[config.mk]
export PLATFORM = sky130hd
export DESIGN_NAME = onehot_decoder_pipe
export DESIGN_NICKNAME = d
export VERILOG_FILES = /design/src/rtl/onehot_decoder_pipe.sv
export SDC_FILE = /design/constraint.sdc
export NUM_CORES = 1
export LEC_CHECK = 0
export ABC_AREA = 1
export CORE_UTILIZATION = 40
export CTS_CLUSTER_DIAMETER = 150
export DETAILED_ROUTE_END_ITERATION = 8
export PLACE_DENSITY = 0.68
export SLEW_MARGIN = 20
export SYNTH_ARGS = -nofsm -noshare
export SYNTH_HDL_FRONTEND = slang
export SYNTH_SLANG_ARGS = --single-unit
export TNS_END_PERCENT = 5
[constraint.sdc]
create_clock -name clk -period 1.3 [get_ports clk]
set_input_delay 0.39 -clock clk [delete_from_list [all_inputs] [get_ports clk]]
set_output_delay 0.39 -clock clk [all_outputs]
set_load 0.01 [all_outputs]
[src/rtl/onehot_decoder_pipe.sv]
// onehot_decoder_pipe: binary index to one-hot decoder behind a 2-entry valid/ready FIFO.
// Define ONEHOT_DECODER_PIPE_ERR_EN to store and report a per-entry out-of-range flag.
module onehot_decoder_pipe #(
    parameter int INPUT_W  = 3,
    parameter int OUTPUT_W = 8
) (
    input  logic                clk,
    input  logic                rst,
    input  logic                flush,
    input  logic [INPUT_W-1:0]  in_idx,
    input  logic                in_valid,
    output logic                in_ready,
    output logic [OUTPUT_W-1:0] out_onehot,
    output logic                out_err,
    output logic                out_valid,
    input  logic                out_ready
);
    logic [OUTPUT_W-1:0] mem [2];
    logic [OUTPUT_W-1:0] dec;
    logic [1:0]          count;
    logic                wr_ptr, rd_ptr, push, pop;

    assign in_ready  = count != 2'd2;
    assign out_valid = count != 2'd0;
    assign push      = in_valid && in_ready;
    assign pop       = out_valid && out_ready;
    assign out_onehot = out_valid ? mem[rd_ptr] : '0;

    // Out-of-range indices match no bit, so they decode to all zeros.
    always_comb begin
        dec = '0;
        for (int i = 0; i < OUTPUT_W; i++) dec[i] = 32'(in_idx) == i;
    end

    always_ff @(posedge clk) begin
        if (rst || flush) begin
            count  <= '0;
            wr_ptr <= 1'b0;
            rd_ptr <= 1'b0;
        end else begin
            count  <= count + 2'(push) - 2'(pop);
            wr_ptr <= wr_ptr ^ push;
            rd_ptr <= rd_ptr ^ pop;
        end
    end

    always_ff @(posedge clk) if (push) mem[wr_ptr] <= dec;

`ifdef ONEHOT_DECODER_PIPE_ERR_EN
    logic err_mem [2];

    always_ff @(posedge clk) if (push) err_mem[wr_ptr] <= 32'(in_idx) >= OUTPUT_W;

    assign out_err = out_valid && err_mem[rd_ptr];
`else
    assign out_err = 1'b0;
`endif
endmodule

== Yosys cells after proc, flatten, opt, wreduce, memory -nomap -nowiden ==
Memory sizes are Yosys's and may differ from the RTL's. A register that Yosys moved wholly into a read port is not among the register bits.
Cells that the tools add are included.

* Eq/ne operators: 8
* Mux-type cells: 4
* $add $sub $neg: 2
* Bitwise operators: 2
* Reduce and logical (&&, ||, !) cells: 5

{| class="wikitable"
|+ Operators with widths
! cell !! count
|-
| 3-bit == test, second input constant || 4
|-
| 8-bit 2-to-1 mux || 1
|-
| 3-bit by 2-bit == test with 1-bit output, second input constant || 2
|-
| 3-bit by 1-bit == test with 1-bit output, second input constant || 1
|-
| 3-bit zero test || 1
|-
| 1-bit 2-to-1 mux || 3
|-
| 2-bit by 1-bit adder with 2-bit output || 1
|-
| 1-bit logical AND || 2
|-
| 2-bit inequality test, second input constant || 1
|-
| 2-bit nonzero test || 1
|-
| 2-bit by 1-bit subtractor with 2-bit output || 1
|-
| 1-bit XOR || 2
|-
| 1-bit logical OR || 1
|}

* Output and inout port bits: 11
* Bits in registers: 4
* Word-level logic and storage cells: 25
* Bits of input ports: 8
* Memories: 1
* RAM bits: 16

{| class="wikitable"
|+ Memories
! memory !! words !! bits a word !! read ports !! clocked after Yosys merged registers in !! wr ports !! RTL line !! text
|-
| mem || 2 || 8 || 1 || 1 || 1 || 18 || <nowiki>logic [OUTPUT_W-1:0] mem [2];</nowiki>
|}

== Longest topological paths before layout ==
* Word-level depth: 4
* Depth in mapped cells: 11
* Gate-level depth less buffers: 11

== Least setup slack after synthesis ==
Ideal clock, no wire load.

* Kind: reg-to-reg
* Start: reg count[0]
* End: mem mem[1][0] (enable)
* Required time: 0.929 ns
* Period minus slack after synthesis: 1.375 ns
* Setup slack: -0.075 ns
* Cell stages (with the launch flop): 5
* Buffers on the path: 0
* Data arrival time: 1.005 ns
* Cell sequence: dfxtp_1 -> inv_1 -> nand2_1 -> nand2_2 -> nor2_1

* Cells in the longest elaborated chain, start to end: 4

{| class="wikitable"
|+ RTL lines
! item !! RTL line !! text
|-
| start: declaration || 20 || <nowiki>logic [1:0] count;</nowiki>
|-
| start signal: assignment || 41 || <nowiki>count <= count + 2'(push) - 2'(pop);</nowiki>
|-
| 2-bit inequality test || 23 || <nowiki>assign in_ready = count != 2'd2;</nowiki>
|-
| named net in_ready || 12 || <nowiki>output logic in_ready,</nowiki>
|-
| 1-bit logical AND || 25 || <nowiki>assign push = in_valid && in_ready;</nowiki>
|-
| 1-bit 2-to-1 mux || 47 || <nowiki>always_ff @(posedge clk) if (push) mem[wr_ptr] <= dec;</nowiki>
|-
| 1-bit 2-to-1 mux (implied by the code) || 47 ||
|-
| end: declaration || 18 ||
|}

The timed path passes the listed nets, and every way through them passes these cells.

== Worst setup path after layout ==
* Start: reg count[1]
* End: out out_onehot[3]

* Cells in the longest elaborated chain, start to end: 2

{| class="wikitable"
|+ RTL lines
! item !! RTL line !! text
|-
| 2-bit nonzero test || 24 || <nowiki>assign out_valid = count != 2'd0;</nowiki>
|-
| 8-bit 2-to-1 mux || 27 || <nowiki>assign out_onehot = out_valid ? mem[rd_ptr] : '0;</nowiki>
|-
| end: declaration || 13 || <nowiki>output logic [OUTPUT_W-1:0] out_onehot,</nowiki>
|}

Every way passes these cells.

==> reports/qor.yml <==
outcome: "finished, violations left"
violations: "setup timing"
place_area_mm2: 0.00118
fp.dieArea_mm2: 0.00242
die_h_um: 49.2
critical_path_arrival_ns: 1.18
wirelength_um: 1990
drc: 0
cp_slowest_cell: "dfxtp_2"
rsz0062_at_grt: "true"
grt_pass1_wl_um: 3130
grt_max_degree: 13
crit_path_end_kind: "primary output"
fmaxAchievable_mhz: 635
synth_common_cells: "nand2_1, edfxtp_1, inv_1"
min-delay-start: "wr_ptr"
wire_per_inst_um: 13.0
clk_pin_slew_ns: 0.11
reg2reg_slack_ns: -0.26
finalCritPeriodShare_pct: 121
required_ns: 0.91
ys_types: 17
fin_ws_ns: -0.274
vias: 738
yosys.area.top_type: "edfxtp_1"
synth_top_flop_cell: "edfxtp_1"
async_flop_share_pct: 0
worstHoldPathType: "flop to flop"
netlist.area_leader.share_pct: 54.0
report.final.slew_viol_count: 0
vias_per_cell: 4.82
cts_buffers: 3
synth.most_common_cell: "nand2_1"
start_util_pct: 44.0
clkSinkCount: 20
io_pins: 19
place.gp.congestion: 0.676
startpoint_type: "flop"
synth_edf_count: 16
drt_iter0_drc: 13
critPathLaunch: "count[1]"
cts_tree: "done"
r2r-start: "count[1]"
fp-row-count: 16
seq_area_frac_synth_pct: 63.0
setup_viol: 12
syn_inst: 88
ctsRootBufferMaster: "clkbuf_4"
syn-cell-area_um2: 890
diodes: 0
max_stage_delay_ns: 0.36
path_class: "flop to primary output"
max-clock-path-buffers: 2
htree_levels: 1
maxCapViolCount: 0
synthAdderAreaFrac_pct: 2.81
hold_viol: 0
layout_min_cycle_time_ns: 1.57
hpwl_um: 1320
die_x_um: 49.2
final_cell_area_mm2: 0.00134
grt.total_usage_pct: 18.1
final.setup_skew_ns: 0.00357
synthXorXnorAreaFrac_pct: 0.985
ys_top_cells_by_area: "edfxtp_1, dfxtp_1, nand2_1"
crit_chain: "nor2_4 > buf_6 > a21oi_1 > buf_2"
synthMuxAreaShare_pct: 0
synth_seq_cells: 20
synth_compound_area_share_pct: 5.06
synth_nets: 98
ant_nets: 0
synth_simple_gate_area_share_pct: 21.7
synth_area_per_cell_um2: 10.1
fin_nets: 137
grt_pass1_vias: 708
drive_gt1_share_pct: 46.8
grt-ovfl-total: 0
whs_ns: 0.664
ys_warn_count: 0
leakage_nw: 0.567
post-place-ws_ns: -0.521
area_growth_pct: 51.1
insertion_delay_ns: 0.30
vdd_drop_max_v: 0.000932
synth_top_family_by_area: "simple AND/OR/NAND/NOR gates"
antenna_found_initial: 0
critPathMaxFanout: 6
port_buffers: 17
first_pass_iters: 4
core_mm2: 0.00202
power.density_mw_per_mm2: 1100
==> metrics by stage <==
step | util [%] | TNS (ns) | power (W) | cells
3_5_place_dp | 58.5 | -12.62 | 0.000941 | 142
3_3_place_gp | 58.5 | -11.89 | 0.000935 | 142
2_1_floorplan | - | -0.831 | 0.000829 | 88
4_1_cts | 63.7 | -2.85 | 0.00146 | 153
5_1_grt | 66.5 | -3.98 | 0.00155 | 153
6_report | 66.5 | -2.76 | 0.00148 | 153
==> power breakdown <==
group / leakage [nW] / internal (W) / switching [W]
registers: 0.197 / 0.000717 / 0.0000121
logic: 0.342 / 0.000126 / 0.000119
clock network: 0.0279 / 0.000312 / 0.000190
total: 0.567 / 0.00115 / 0.000322
==> layer usage <==
layer / vias up / routed length [um] / track usage [%]
li1: 365 / - / -
met1: 350 / 853 / 21.1
met2: 17 / 1040 / 31.1
met3: 6 / 67 / 4.67
met4: 0 / 32 / 8.33
met5: - / 0 / 0
==> placed cells by master, fill, tap and decap left out <==
cell,instances
ha_4,1
o21ai_1,1
clkbuf_4,3
nor2_1,6
ha_2,1
nand2_2,6
nand2_1,16
nor2_2,1
nor2_4,3
buf_2,10
dfxtp_1,1
conb_1,1
buf_6,7
xnor2_2,1
dfxtp_2,1
clkdlybuf4s50_1,7
nor3_1,8
inv_2,3
a21oi_1,4
dfxtp_4,2
buf_12,1
bufinv_16,1
nand2_4,2
edfxtp_1,16
a21oi_2,4
inv_4,1
buf_4,11
inv_1,7
==> final timing paths <==
path	endpoint	depth (start not counted)
worst min-delay path	wr_ptr	3
worst max register to register	count[1]	11
worst max-delay path	out_onehot[3]	4
worst min register to register	wr_ptr	3
==> registers in the layout (all words and copies together), names as in the netlist <==
| name | flops |
|---|---|
| mem | 16 |
| rd_ptr | 1 |
| count | 2 |
| wr_ptr | 1 |
==> cell type report <==
class                   count  area, um2
flip-flops and latches     20        569
clock inverters             1       30.0
clock buffers               3       22.5
multi-input cells          55        343
inverters                  11       43.8
repair buffers             36        302
fillers                   161        678
well taps                  27       33.8
==> critical path: cells and delay by family (launching register included) <==
kind                   cells  cell delay (ns)
AOI/OAI and AO/OA          1             0.04
and+or+nand+nor            1             0.20
DFF                        1             0.36
buffers and inverters      2             0.29
==> cells by family after synthesis <==
group                    after synthesis
AND/OR/NAND/NOR                       42
adder cells (fa/ha/maj)                2
other                                  1
AO/OA/AOI/OAI                          9
XOR/XNOR                               1
buffers and inverters                 13
flip-flops                            20
==> what timing repair did <==
action                                  4_1_cts  5_1_grt
setup buffers                                 7        0
gates cloned                                  0        0
pin swaps                                    11        6
endpoints found under the setup margin       28       28
resized for setup                            58       15
hold buffers                                  0        0
Power figures use the tool's default switching activity.
